**src/rtl/uart_pkg.sv**
```systemverilog
// Shared UART definitions: frame FSM states and parity helper, common to
// the transmitter and the future receiver.
package uart_pkg;

    localparam int unsigned DataBits = 8;

    typedef enum logic [2:0] {
        IDLE   = 3'd0,
        START  = 3'd1,
        DATA   = 3'd2,
        PARITY = 3'd3,
        STOP   = 3'd4
    } uart_state_t;

    // Parity over one data byte: even parity is the plain XOR, odd inverts it.
    function automatic logic parity_bit(input logic [DataBits-1:0] data,
                                        input logic                odd);
        return (^data) ^ odd;
    endfunction

endpackage

```
**src/rtl/uart_bit_timer.sv**
```systemverilog
// Bit-period timer: down-counter loaded with P-1, one-cycle tick on the
// last cycle of each period, automatic reload while enabled.
module uart_bit_timer #(
    parameter int unsigned Width = 16
) (
    input  logic             i_clk,
    input  logic             i_rst,
    input  logic             i_load,
    input  logic             i_en,
    input  logic [Width-1:0] i_period,
    output logic             o_tick
);

    localparam logic [Width-1:0] One = 1;

    logic [Width-1:0] cnt_q;

    // Count down through the period; reload P-1 on load or at period end.
    always_ff @(posedge i_clk or posedge i_rst) begin
        if (i_rst) begin
            cnt_q <= '0;
        end else if (i_load || (i_en && (cnt_q == '0))) begin
            cnt_q <= i_period - One;
        end else if (i_en) begin
            cnt_q <= cnt_q - One;
        end
    end

    assign o_tick = i_en && (cnt_q == '0);

endmodule

```
**src/rtl/uart_tx.sv**
```systemverilog
// UART transmitter: 8 data bits LSB first, optional parity, 1 or 2 stop
// bits. Byte and line configuration are captured at the handshake and held
// for the whole frame so a config change never corrupts a frame in flight.
module uart_tx #(
    parameter int unsigned BaudCycBits = 16
) (
    input  logic                   i_clk,
    input  logic                   i_rst,
    input  logic [BaudCycBits-1:0] i_baud_cyc,
    input  logic                   c_parity_en,
    input  logic                   c_parity_odd,
    input  logic                   c_stop2,
    input  logic [7:0]             i_data,
    input  logic                   i_data_valid,
    output logic                   o_data_ready,
    output logic                   o_tx,
    output logic                   o_tx_busy
);

    import uart_pkg::*;

    localparam logic [BaudCycBits-1:0] One = 1;

    uart_state_t             state_q, state_d;
    logic [DataBits-1:0]     data_q;
    logic [BaudCycBits-1:0]  baud_q;
    logic                    par_en_q, par_odd_q, stop2_q;
    logic [2:0]              idx_q, idx_d;
    logic                    stop_hi_q, stop_hi_d;
    logic                    accept;
    logic                    tick;
    logic                    tx;
    logic                    busy;
    logic                    ready;
    logic [BaudCycBits-1:0]  period;

    // A programmed period of 0 behaves as 1 cycle per bit.
    function automatic logic [BaudCycBits-1:0] eff_period(input logic [BaudCycBits-1:0] b);
        return (b == '0) ? One : b;
    endfunction

    // The first bit is loaded from the live input at the handshake, all
    // later reloads from the captured copy.
    assign period = accept ? eff_period(i_baud_cyc) : eff_period(baud_q);

    uart_bit_timer #(
        .Width (BaudCycBits)
    ) u_timer (
        .i_clk    (i_clk),
        .i_rst    (i_rst),
        .i_load   (accept),
        .i_en     (busy),
        .i_period (period),
        .o_tick   (tick)
    );

    // State register.
    always_ff @(posedge i_clk or posedge i_rst) begin
        if (i_rst) begin
            state_q <= IDLE;
        end else begin
            state_q <= state_d;
        end
    end

    // Next-state, line level and handshake decode.
    always_comb begin
        state_d   = state_q;
        idx_d     = idx_q;
        stop_hi_d = stop_hi_q;
        accept    = 1'b0;
        ready     = 1'b0;
        busy      = 1'b1;
        tx        = 1'b1;
        case (state_q)
            IDLE: begin
                ready = 1'b1;
                busy  = 1'b0;
                if (i_data_valid) begin
                    accept  = 1'b1;
                    state_d = START;
                end
            end
            START: begin
                tx = 1'b0;
                if (tick) begin
                    state_d = DATA;
                    idx_d   = '0;
                end
            end
            DATA: begin
                tx = data_q[idx_q];
                if (tick) begin
                    if (idx_q == 3'd7) begin
                        state_d   = par_en_q ? PARITY : STOP;
                        stop_hi_d = 1'b0;
                    end else begin
                        idx_d = idx_q + 3'd1;
                    end
                end
            end
            PARITY: begin
                tx = parity_bit(data_q, par_odd_q);
                if (tick) begin
                    state_d   = STOP;
                    stop_hi_d = 1'b0;
                end
            end
            STOP: begin
                tx = 1'b1;
                // Two stop bits are one STOP state spanning two periods.
                if (tick) begin
                    if (stop2_q && !stop_hi_q) begin
                        stop_hi_d = 1'b1;
                    end else begin
                        state_d = IDLE;
                    end
                end
            end
            default: begin
                state_d = IDLE;
            end
        endcase
    end

    // Frame registers: capture byte and config at the handshake.
    always_ff @(posedge i_clk or posedge i_rst) begin
        if (i_rst) begin
            data_q    <= '0;
            baud_q    <= '0;
            par_en_q  <= 1'b0;
            par_odd_q <= 1'b0;
            stop2_q   <= 1'b0;
            idx_q     <= '0;
            stop_hi_q <= 1'b0;
        end else begin
            if (accept) begin
                data_q    <= i_data;
                baud_q    <= i_baud_cyc;
                par_en_q  <= c_parity_en;
                par_odd_q <= c_parity_odd;
                stop2_q   <= c_stop2;
            end
            idx_q     <= idx_d;
            stop_hi_q <= stop_hi_d;
        end
    end

    assign o_tx         = tx;
    assign o_tx_busy    = busy;
    assign o_data_ready = ready;

endmodule
```
**config.mk**
```make
export PLATFORM = sky130hd
export DESIGN_NAME = uart_tx
export DESIGN_NICKNAME = d
export VERILOG_FILES = /design/src/rtl/uart_pkg.sv /design/src/rtl/uart_bit_timer.sv /design/src/rtl/uart_tx.sv
export SDC_FILE = /design/constraint.sdc
export NUM_CORES = 1
export LEC_CHECK = 0
export CAP_MARGIN = 30
export CORE_MARGIN = 3
export CORE_UTILIZATION = 60
export DETAILED_ROUTE_END_ITERATION = 8
export GPL_ROUTABILITY_DRIVEN = 0
export PLACE_DENSITY = 0.84
export SYNTH_ARGS = -nofsm -noshare
export SYNTH_HDL_FRONTEND = slang
export SYNTH_SLANG_ARGS = --single-unit
```
**constraint.sdc**
```tcl
create_clock -name i_clk -period 7.9 [get_ports i_clk]
set_clock_uncertainty 0.1 [all_clocks]
set_input_delay 0.79 -clock i_clk [delete_from_list [all_inputs] [get_ports i_clk]]
set_output_delay 0.79 -clock i_clk [all_outputs]
set_load 0.05 [all_outputs]
```
Word level (Yosys, flattened, before mapping)
Index checks and enable logic that the tools add are counted.

word-level totals
  register bits after elaboration = 50
  input bits = 30
  output and inout bits = 3

operators by class
  add/sub/neg operators = 3
  order comparisons = 1
  eq/ne operators = 15
  muxes and demuxes = 31
  bitwise gates (word level) = 1
  reductions and logical operators = 14

operators by type and width
  cell                   count
  $mux 16                5
  $logic_not 16->1       3
  $mux 3                 11
  $sub 16x1->16 const B  2
  $ne 2x2->1 const B     9
  $pmux 3 s5             1
  $mux 1                 10
  $reduce_xor 8->1       1
  $reduce_and 7->1       1
  $eq 3x2->1 const B     2
  $eq 3x3->1 const B     2
  $pmux 1 s3             2
  $pmux 3 s2             1
  $reduce_and 6->1       1
  $lt 3x4->1 const B     1
  $reduce_and 4->1       1
  $add 3x1->3 const B    1
  $bmux 1 s3             1
  $eq 3x1->1 const B     1
  $logic_not 3->1        1
  $reduce_bool 3->1      1
  $logic_and 1x1->1      2
  $ne 2x1->1 const B     1
  $reduce_bool 2->1      1
  other kinds (3)        3

Longest topological paths before layout
Gate-level depths: netlist (run 1).

  depth after elaboration = 5
  gate-level depth with buffers = 13
  mapped depth without buffers = 10

Modules after synthesis
A second synthesis (run 1) with hierarchy kept.

second synthesis, totals
  cell total of the unflattened synthesis = 348
  area, all modules = 3570.9 um^2

modules (own cells, without submodules)
  module          instances  cells an instance  area each (um^2)  seq. area each (um^2)
  uart_tx         1          148                1995.7            850.8
  uart_bit_timer  1          200                1575.3            400.4

Worst setup path after synthesis (run 1)
Ideal clock, no wire load.

  kind = reg-to-reg
  start = register state_q[0]
  end = register u_timer.cnt_q[8]
  library setup time = 0.079 ns
  data arrival time = 4.049 ns
  required time = 7.721 ns
  setup slack = 3.671 ns
  stages on the path, launching flop included = 12
  buffers on the path = 2
  clock period less this slack = 4.229 ns
  path through = dfrtp_1 nor3_1 inv_2 nor2_1 clkbuf_1 a21oi_1 o22ai_1 ha_1 clkbuf_1 o211ai_1 a211oi_1 a2bb2oi_1

on the way
  word-level cells in the longest chain between the ends = 5
  elaborated cells between the ends (all ways) = 9
  classes of those cells = add/sub: 1; eq/ne: 1; mux: 4; reduce/logical: 3

ends and longest elaborated chain
  what                                                    RTL line              text
  start: declaration                                      uart_tx.sv:24         uart_state_t state_q, state_d;
  start signal: assignment                                uart_tx.sv:62         state_q <= state_d;
  $logic_not 3->1 (*)                                     uart_tx.sv:75         case (state_q)
  $mux 1 (*)                                              uart_tx.sv:75
  named net o_tx_busy                                     uart_tx.sv:17         output logic o_tx_busy
  $logic_and 1x1->1 (*)                                   uart_bit_timer.sv:22  end else if (i_load || (i_en && (cnt_q == '0))) begin
  $logic_or 1x1->1 (*)                                    uart_bit_timer.sv:22
  $ne 2x1->1 (no source line) or $mux 16 (tied branches)  -
  end signal: assignment                                  uart_bit_timer.sv:23  cnt_q <= i_period - One;
  end signal: assignment                                  uart_bit_timer.sv:25  cnt_q <= cnt_q - One;
  end: declaration                                        uart_bit_timer.sv:16  logic [Width-1:0] cnt_q;

The timed path passes the listed nets; every way through them passes the cells marked *.
A chain may end at the register's enable or synchronous reset.

Final worst setup path (run 1)
  start = input i_data_valid
  end = register u_timer.cnt_q[14]

on the way
  word-level cells in the longest chain between the ends = 5
  elaborated cells between the ends (all ways) = 7
  classes of those cells = add/sub: 1; eq/ne: 1; mux: 4; reduce/logical: 1

ends and longest elaborated chain
  what                RTL line              text
  start: declaration  uart_tx.sv:14         input logic i_data_valid,
  $mux 1 (*)          uart_tx.sv:79         if (i_data_valid) begin
  $mux 1 (*)          uart_tx.sv:75
  $mux 16             uart_tx.sv:44         assign period = accept ? eff_period(i_baud_cyc) : eff_period(baud_q);
  $sub 16x1->16       uart_bit_timer.sv:23
  $mux 16             uart_bit_timer.sv:22

Every way passes the cells marked *; elsewhere a longest branch is shown, timed or not.

==> flow_metrics.env, run 1 <==
export IMPL_syn_inst=395
export IMPL_critPathMaxFanout=30
export IMPL_crit_arrival_ns=4.07
export IMPL_switching_share_pct=48.4
export IMPL_tns_ns=0
export IMPL_num_rows=26
export IMPL_whs_endpoint="baud_q[5]"
export IMPL_placed_area_um2=3620
export IMPL_postRouteAntennaNets=0
export IMPL_min_from="baud_q[5]"
export IMPL_rr_startpoint="state_q[0]"
export IMPL_grt_overflow=0
export IMPL_cts_setup_buffers=0
export IMPL_first_global_vias=2929
export IMPL_synth_enable_flop_cells=0
export IMPL_fin_nets=452
export IMPL_ys_seq_area_share_pct=38.4
export IMPL_pwr_share_seq_pct=34.8
export IMPL_die_x_um=79.7
export IMPL_wirelength_um=8680
export IMPL_rsz0062_at_grt="no"
export IMPL_clockBufferDepth=2
export IMPL_ioPinCount=33
export IMPL_clk_pin_slew_ns=0.10
export IMPL_port_buffers=32
export IMPL_setup_viol=0
export IMPL_irDropWorstVdd_uv=207
export IMPL_r2r_end="u_timer.cnt_q[14]"
export IMPL_place_hpwl_um=6110
export IMPL_syn_nets=429
export IMPL_antenna_found_initial=0
export IMPL_cts_hold_buf=0
export IMPL_fin_crit_sh_pct=50.4
export IMPL_hold_depth=2
export IMPL_grt_max_degree=41
export IMPL_yosysMostFrequentCell="nand2_1"
export IMPL_area_delta_synth_final_pct=14.6
export IMPL_cts_tree="built"
export IMPL_initial_core_util_pct=62.9
export IMPL_cp_start_kind="primary input"
export IMPL_async_reset_ff_share_pct=100
export IMPL_first_pass_iters=8
export IMPL_yosys_warnings=0
export IMPL_total_power_uw=1510
export IMPL_path_class="primary input to flop"
export IMPL_p_int_uw=779
export IMPL_vias=3214
export IMPL_crit_path_end_kind="flop"
export IMPL_htree_levels=2
export IMPL_power_density_nw_per_um2=404
export IMPL_power_leakage_uw=0.00150
export IMPL_cap_violations=0
export IMPL_clkPwrFrac_pct=12.3
export IMPL_fmax_mhz=251
export IMPL_final_cells=489
export IMPL_die_area_um2=6350
export IMPL_hp_class="flop to flop"
export IMPL_required_ns=7.99
export IMPL_coreArea_um2=5170
export IMPL_die_h_um=79.7
export IMPL_drt_initial_drc_count=542
export IMPL_ys_flop_type="dfrtp_1"
export IMPL_clock_sinks=50
export IMPL_syn_cell_area_um2=3260
export IMPL_wire_per_inst_um=17.7
export IMPL_root_buffer="clkbuf_8"
export IMPL_fin_crit_ns=3.98
export IMPL_synth_area_leaders="dfrtp_1 38%, nand2_1 11%, a21oi_1 3.8%"
export IMPL_status="finished clean"
export IMPL_grt_use_total_pct=28.8
export IMPL_switching_power_uw=730
export IMPL_vias_per_cell=6.57
export IMPL_combPwrFrac_pct=52.8
export IMPL_drc_errors=0
export IMPL_synth_avg_cell_area_um2=8.24
export IMPL_cts_resized=0
export IMPL_ys_seq_elements=50
export IMPL_finalMaxSlewViolations=0
export IMPL_drive_above_1_share_pct=7.40
export IMPL_rr_worst_depth=10
export IMPL_num_antenna_cells=0
export IMPL_cts_buffers=5
export IMPL_synth_commonest_cells="96 x nand2_1, 50 x dfrtp_1, 26 x nor2_1"
export IMPL_hold_violations=0
export IMPL_fin_area_um2=3730
export IMPL_yosysTopAreaCell="dfrtp_1"
export IMPL_ys_types=61
export IMPL_dp_cells=481
export IMPL_tightest_slew_ns=0.877
export IMPL_slew_headroom_pct=41.4
export IMPL_r2r_slack_ns=4.28
export IMPL_grt_pass1_wl_um=14200
export IMPL_synth_top_area_share_pct=38.4
export IMPL_clk_latency_ns=0.32
==> logic make-up (layout without fill, tap and decap cells) <==
kind of cell | count (synthesis) | after routing | share of synthesized area [%]
AND/OR/NAND/NOR | 200 | 200 | 30.2
flip-flops | 50 | 50 | 38.4
multiplexers | 11 | 11 | 4.23
XOR/XNOR | 10 | 10 | 2.69
AO/OA/AOI/OAI | 87 | 87 | 18.4
buffers and inverters | 33 | 57 | 4.57
adder cells (fa/ha/maj) | 4 | 4 | 1.54
==> worst max-delay path, stage by stage <==
cell and delay (ns):
clkdlybuf4s50_1 0.52, nor4b_2 0.73, buf_4 0.46, nor2_1 0.08, a22oi_1 0.24, mux2i_1 0.19
ha_1 0.22, o21ai_0 0.24, a21oi_2 0.11, a311oi_1 0.39, nor4_2 0.08
==> per-stage QoR <==
stage | util [%] | hold slack, ns | worst slack (ns)
CTS | 72.1 | 0.414 | 3.96
floorplan | - | 0.346 | 3.67
global placement | 69.6 | 0.367 | 3.81
finish | 72.1 | 0.412 | 3.92
detailed placement | 70.0 | 0.380 | 3.69
global route | 72.1 | 0.451 | 3.70
==> flip-flops by register name, summed over array words and instances, names as in the netlist <==
register / flops
par_odd_q: 1
u_timer.cnt_q: 16
stop_hi_q: 1
par_en_q: 1
idx_q: 3
stop2_q: 1
state_q: 3
baud_q: 16
data_q: 8
==> routing by layer <==
metal / up-vias / track usage, % / share of wire [%]
li1: 1481 / - / -
met1: 1534 / 42.2 / 44
met2: 175 / 42.6 / 45
met3: 24 / 5.08 / 8.8
met4: 0 / 10.5 / 2.1
met5: - / 0 / 0
==> power groups by stage <==
stage / logic, uW / clock network, uW / registers, uW
final: 797 / 186 / 526
after global routing: 874 / 197 / 541
after CTS: 787 / 186 / 519
after detailed placement: 783 / 0 / 522
after global placement: 759 / 0 / 516
after floorplan: 634 / 0 / 462
==> cell usage in the layout (no fill, tap or decap), types with 3 or more instances in the layout <==
| cell | instances |
|---|---|
| or4_1 | 5 |
| o21ai_0 | 15 |
| nor3_1 | 19 |
| o211ai_1 | 8 |
| dfrtp_1 | 50 |
| clkdlybuf4s50_1 | 32 |
| buf_4 | 4 |
| inv_1 | 9 |
| nand3_1 | 11 |
| and2_1 | 3 |
| nand2_1 | 96 |
| or3_1 | 6 |
| a311oi_1 | 3 |
| a21oi_1 | 25 |
| a31oi_1 | 3 |
| a211oi_1 | 3 |
| nor4_1 | 7 |
| nand4_1 | 9 |
| ha_1 | 4 |
| o21a_1 | 3 |
| nor2_1 | 26 |
| mux2i_1 | 7 |
| o31ai_1 | 3 |
| inv_2 | 3 |
| xnor2_1 | 10 |
| clkbuf_8 | 5 |
==> area by class of cell <==
cell class | count | area (um^2)
clock inverters | 2 | 37.5
clock buffers | 6 | 72.6
well taps | 70 | 87.6
inverters | 12 | 45.0
fillers | 404 | 1440
multi-input cells | 312 | 1870
flip-flops and latches | 50 | 1250
repair buffers | 37 | 370
==> how the worst max path moves through the flow <==
stage,startpoint,to,slack (ns),depth (start not counted)
6_report,i_data_valid,u_timer.cnt_q[14],3.92,11
5_1_grt,i_data_valid,u_timer.cnt_q[14],3.70,11
4_1_cts,i_data_valid,u_timer.cnt_q[14],3.96,11
3_5_place_dp,i_data_valid,u_timer.cnt_q[14],3.69,11
3_3_place_gp,i_data_valid,u_timer.cnt_q[14],3.81,9
2_1_floorplan,state_q[0],u_timer.cnt_q[8],3.67,11
(Power assumes the default switching activity.)
==> inputs of run 2 (changes only) <==
--- a/config.mk
+++ b/config.mk
@@ -7,10 +7,10 @@
 export LEC_CHECK = 0
 export CAP_MARGIN = 30
 export CORE_MARGIN = 3
-export CORE_UTILIZATION = 60
+export CORE_UTILIZATION = 52
 export DETAILED_ROUTE_END_ITERATION = 8
 export GPL_ROUTABILITY_DRIVEN = 0
-export PLACE_DENSITY = 0.84
+export PLACE_DENSITY = 0.77
 export SYNTH_ARGS = -nofsm -noshare
 export SYNTH_HDL_FRONTEND = slang
 export SYNTH_SLANG_ARGS = --single-unit
==> constraint.sdc (replaced) <==
create_clock -name i_clk -period 3.55 [get_ports i_clk]
set_clock_uncertainty 0.1 [all_clocks]
set_input_delay 0.355 -clock i_clk [delete_from_list [all_inputs] [get_ports i_clk]]
set_output_delay 0.355 -clock i_clk [all_outputs]
set_load 0.05 [all_outputs]
==> run 2 against run 1 <==
Against the previous run: total power up 120%; worst setup slack worse by 3.7 ns; utilization down 8.8 points; via count down 2.1%; largest power group unchanged; largest cell class unchanged; clock power up 91%; clock-buffer cell count unchanged; sequential cell count unchanged.
==> flow_metrics.env, run 2 (synthesis results as in run 1) <==
export IMPL_status="finished clean"
export IMPL_initial_core_util_pct=54.3
export IMPL_placed_area_um2=3690
export IMPL_pre_cts_slack_ns=0.271
export IMPL_critPathMaxFanout=4
export IMPL_num_rows=28
export IMPL_fin_crit_sh_pct=93.3
export IMPL_clk_pin_slew_ns=0.10
export IMPL_postRouteAntennaNets=0
export IMPL_nFillCells=516
export IMPL_cpPeakStageDelay_ns=0.73
export IMPL_layout_cells_most_common_list="96 x nand2_1, 50 x dfrtp_1, 32 x clkdlybuf4s50_1, 26 x nor2_1, 25 x a21oi_1"
export IMPL_hp_class="primary input to asynchronous set/reset pin"
export IMPL_top_regs="baud_q: 16 flops, u_timer.cnt_q: 16 flops, data_q: 8 flops"
export IMPL_finalMaxSlewViolations=0
export IMPL_die_x_um=85.1
export IMPL_first_pass_iters=5
export IMPL_irDropWorstVdd_uv=468
export IMPL_vias_per_cell=6.30
export IMPL_required_ns=3.09
export IMPL_drive_above_1_share_pct=9.18
export IMPL_cts_resized=0
export IMPL_wire_per_inst_um=17.6
export IMPL_cts_setup_buffers=0
export IMPL_crit_arrival_ns=2.86
export IMPL_die_h_um=85.1
export IMPL_crit_path_end_kind="output pin"
export IMPL_path_class="flop to output pin"
export IMPL_clk_latency_ns=0.31
export IMPL_cap_violations=0
export IMPL_cts_tree="built"
export IMPL_coreArea_um2=5990
export IMPL_hold_violations=0
export IMPL_ioPinCount=33
export IMPL_port_buffers=32
export IMPL_power_leakage_uw=0.00153
export IMPL_cts_buffers=5
export IMPL_drc_errors=0
export IMPL_grt_use_total_pct=25.4
export IMPL_slew_headroom_pct=57.0
export IMPL_setup_slack_ns=0.237
export IMPL_wirelength_um=8800
export IMPL_num_antenna_cells=0
export IMPL_place_hpwl_um=6490
export IMPL_drt_initial_drc_count=455
export IMPL_power_density_nw_per_um2=889
export IMPL_cts_hold_buf=0
export IMPL_rsz0062_at_grt="no"
export IMPL_setup_viol=0
export IMPL_crit_slowest_cell="clkdlybuf4s50_1"
export IMPL_layout_commonest_cell="nand2_1"
export IMPL_cp_cell_sequence="mux4_2, and2_1, a2111oi_0, o21ai_0, clkdlybuf4s50_1"
export IMPL_fin_nets=458
export IMPL_grt_pass1_wl_um=14900
export IMPL_htree_levels=2
export IMPL_area_delta_synth_final_pct=16.4
export IMPL_cp_start_kind="flop"
export IMPL_vias=3148
export IMPL_fmax_mhz=302
export IMPL_fin_area_um2=3790
export IMPL_grt_overflow=0
export IMPL_die_area_um2=7250
export IMPL_tns_ns=0
export IMPL_first_global_vias=2959
export IMPL_grt_max_degree=39
export IMPL_fin_crit_ns=3.31
export IMPL_root_buffer="clkbuf_8"
export IMPL_clockBufferDepth=2
export IMPL_tightest_slew_ns=0.642
export IMPL_antenna_found_initial=0
export IMPL_clock_sinks=50
==> run 2: final cells by class <==
cell class,count,area (um^2),share of cell area [%]
timing repair buffer,43,428,11.3
tap,75,93.8,2.48
inverter,12,45.0,1.19
clock buffer,6,82.6,2.18
sequential,50,1250,33.0
multi-input combinational,312,1880,49.5
clock inverter,2,12.5,0.330
==> run 2: per-layer routing <==
layer	GRT usage (%)	vias to the layer above	share of wire, %
met5	0	-	0
met3	5.44	35	8.0
met4	9.93	0	3.4
met2	35.7	145	43
met1	38.1	1477	45
li1	-	1491	-
==> run 2: path summary, 6_finish.rpt <==
kind                            cells after the start  slack (ns)        from           endpoint
worst min register to register                      2        0.39   baud_q[0]          baud_q[0]
worst max register to register                      9        0.30  baud_q[10]  u_timer.cnt_q[14]
min in group i_clk                                  2        0.39   baud_q[0]          baud_q[0]
worst max-delay path                                5        0.24    idx_q[1]               o_tx
worst min-delay path                                2        0.30       i_rst          data_q[0]
max in group asynchronous                           3        2.52       i_rst         baud_q[14]
==> run 2: critical path, delay by kind of cell, from the launching register on <==
family                 cells  cell delay (ns)
DFF                        1             0.45
AOI/OAI and AO/OA          2             0.67
buffers and inverters      1             0.73
muxes                      1             0.53
and+or+nand+nor            1             0.17
==> run 2: report_power, final <==
group / internal [uW] / switching (uW) / total, uW / leakage, uW
registers: 829 / 323 / 1150 / 0.000611
logic: 746 / 1120 / 1860 / 0.000876
clock network: 157 / 199 / 356 / 0.0000472
total: 1730 / 1640 / 3370 / 0.00153
==> run 2: through the flow <==
step / hold slack [ns] / utilization [%] / instances / total power [uW]
2_1_floorplan: 0.346 / - / 395 / 2450
5_1_grt: 0.348 / 63.3 / 500 / 3640
3_5_place_dp: 0.371 / 61.7 / 492 / 2980
6_report: 0.295 / 63.3 / 500 / 3370
4_1_cts: 0.309 / 63.3 / 500 / 3340
3_3_place_gp: 0.361 / 61.3 / 491 / 2910
==> inputs of run 3 (changes only) <==
--- a/config.mk
+++ b/config.mk
@@ -6,11 +6,13 @@
 export NUM_CORES = 1
 export LEC_CHECK = 0
 export CAP_MARGIN = 30
+export CORE_ASPECT_RATIO = 1.5
 export CORE_MARGIN = 3
-export CORE_UTILIZATION = 52
+export CORE_UTILIZATION = 57
 export DETAILED_ROUTE_END_ITERATION = 8
 export GPL_ROUTABILITY_DRIVEN = 0
-export PLACE_DENSITY = 0.77
+export PLACE_DENSITY = 0.8
+export SLEW_MARGIN = 20
 export SYNTH_ARGS = -nofsm -noshare
 export SYNTH_HDL_FRONTEND = slang
 export SYNTH_SLANG_ARGS = --single-unit
==> constraint.sdc (replaced) <==
create_clock -name i_clk -period 3.1 [get_ports i_clk]
set_clock_uncertainty 0.1 [all_clocks]
set_input_delay 0.31 -clock i_clk [delete_from_list [all_inputs] [get_ports i_clk]]
set_output_delay 0.31 -clock i_clk [all_outputs]
set_load 0.05 [all_outputs]
==> run 3 against run 2 <==
Against the previous run: via count grew 7.3%; cell count grew 3.0%; routed wire length grew 9.9%; sequential share of layout area shrank 1.1 points; non-clock buffer count grew 20.
==> flow_metrics.env, run 3 (synthesis results as in run 1) <==
export IMPL_hp_class="primary input to asynchronous set/reset pin"
export IMPL_drive_above_1_share_pct=13.9
export IMPL_nFillCells=446
export IMPL_tightest_slew_ns=0.596
export IMPL_fin_nets=478
export IMPL_clock_sinks=50
export IMPL_top_regs="baud_q: 16 flops, u_timer.cnt_q: 16 flops, data_q: 8 flops"
export IMPL_power_leakage_uw=0.00162
export IMPL_vias=3378
export IMPL_cp_start_kind="flop"
export IMPL_slew_headroom_pct=60.0
export IMPL_critPathMaxFanout=9
export IMPL_cp_cell_sequence="nor4_4, and4_1, nand2_1, o221ai_1, buf_4, nand3_1, o311ai_0, nand3_1"
export IMPL_cts_buffers=5
export IMPL_crit_slowest_cell="and4_1"
export IMPL_grt_max_degree=29
export IMPL_fmax_mhz=339
export IMPL_grt_overflow=0
export IMPL_crit_path_end_kind="flop"
export IMPL_wire_per_inst_um=18.8
export IMPL_area_delta_synth_final_pct=20.3
export IMPL_drt_initial_drc_count=268
export IMPL_antenna_found_initial=0
export IMPL_ioPinCount=33
export IMPL_status="finished clean"
export IMPL_wirelength_um=9670
export IMPL_crit_arrival_ns=3.02
export IMPL_finalMaxSlewViolations=0
export IMPL_layout_cells_most_common_list="96 x nand2_1, 50 x dfrtp_1, 31 x clkdlybuf4s50_1, 31 x buf_4"
export IMPL_total_power_uw=4010
export IMPL_num_antenna_cells=0
export IMPL_layout_commonest_cell="nand2_1"
export IMPL_fin_crit_sh_pct=95.0
export IMPL_clockBufferDepth=2
export IMPL_die_x_um=67.7
export IMPL_clk_latency_ns=0.30
export IMPL_htree_levels=2
export IMPL_power_density_nw_per_um2=1030
export IMPL_grt_pass1_wl_um=15700
export IMPL_postRouteAntennaNets=0
export IMPL_worst_hold_slack_ns=0.292
export IMPL_coreArea_um2=5490
export IMPL_clk_pin_slew_ns=0.09
export IMPL_drc_errors=0
export IMPL_vias_per_cell=6.56
export IMPL_die_h_um=98.6
export IMPL_cts_tree="built"
export IMPL_die_area_um2=6670
export IMPL_path_class="flop to flop"
export IMPL_setup_viol=0
export IMPL_cap_violations=0
export IMPL_place_hpwl_um=7370
export IMPL_first_global_vias=3337
export IMPL_cts_hold_buf=0
export IMPL_grt_use_total_pct=30.7
export IMPL_regArea_um2=1250
export IMPL_fin_crit_ns=2.95
export IMPL_first_pass_iters=5
export IMPL_path_common_cell="nand3_1"
export IMPL_port_buffers=32
export IMPL_root_buffer="clkbuf_8"
export IMPL_num_rows=33
export IMPL_hold_violations=0
export IMPL_irDropWorstVdd_uv=463
export IMPL_multiInputGateArea_um2=1890
export IMPL_cpPeakStageDelay_ns=0.47
export IMPL_required_ns=3.17
export IMPL_cts_setup_buffers=0
export IMPL_initial_core_util_pct=59.3
-- run 3: layout make-up --
type                            instances  area share, %
Inverter                               12           1.21
Clock buffer                            6           1.85
Clock inverter                          2          0.352
Timing Repair Buffer                   63           14.1
Tap cell                               70           2.24
Multi-Input combinational cell        312           48.3
Sequential cell                        50           32.0
-- run 3: stage by stage --
stage,utilization [%],cell area [um^2],cells,setup TNS [ns],setup slack [ns]
detailed placement,69.5,3820,507,0,0.0191
global placement,69.5,3820,507,0,0.0663
global route,71.3,3920,515,-0.0180,-0.0180
finish,71.3,3920,515,0,0.154
CTS,71.1,3900,515,0,0.00695
floorplan,-,3270,395,0,0.00111
-- run 3: final timing paths --
path	startpoint	to	slack (ns)	depth (start not counted)
setup / recovery	u_timer.cnt_q[6]	u_timer.cnt_q[9]	0.15	8
hold / removal	i_rst	data_q[5]	0.29	3
setup reg to reg	u_timer.cnt_q[6]	u_timer.cnt_q[9]	0.15	8
hold reg to reg	baud_q[5]	baud_q[5]	0.41	2
max in group asynchronous	i_rst	u_timer.cnt_q[14]	2.32	3
min in group i_clk	baud_q[5]	baud_q[5]	0.41	2
-- run 3: power by group --
group	internal, uW	leakage, uW	switching [uW]
combinational	942	0.000965	1400
clock	160	0.0000452	222
sequential	950	0.000611	337
-- run 3: what timing repair did --
item / in CTS / in global routing
cloned: 0 / 0
pin swaps: 0 / 1
endpoints found under the setup margin: 1 / 8
gates resized for setup: 1 / 4
-- run 3: worst max-delay path, delay by kind of cell (launching register included) --
family / cells / cell delay [ns]
AOI/OAI and AO/OA: 2 / 0.78
and+or+nand+nor: 5 / 1.28
DFF: 1 / 0.45
buffers and inverters: 1 / 0.21
-- run 3: routing by layer --
layer | vias up | track usage, % | part of all wire [%] | wire length [um]
li1 | 1529 | - | - | -
met1 | 1589 | 36.2 | 36 | 3510
met2 | 186 | 49.5 | 50 | 4810
met3 | 74 | 6.27 | 7.2 | 693
met4 | 0 | 19.1 | 6.7 | 651
met5 | - | 0 | 0 | 0
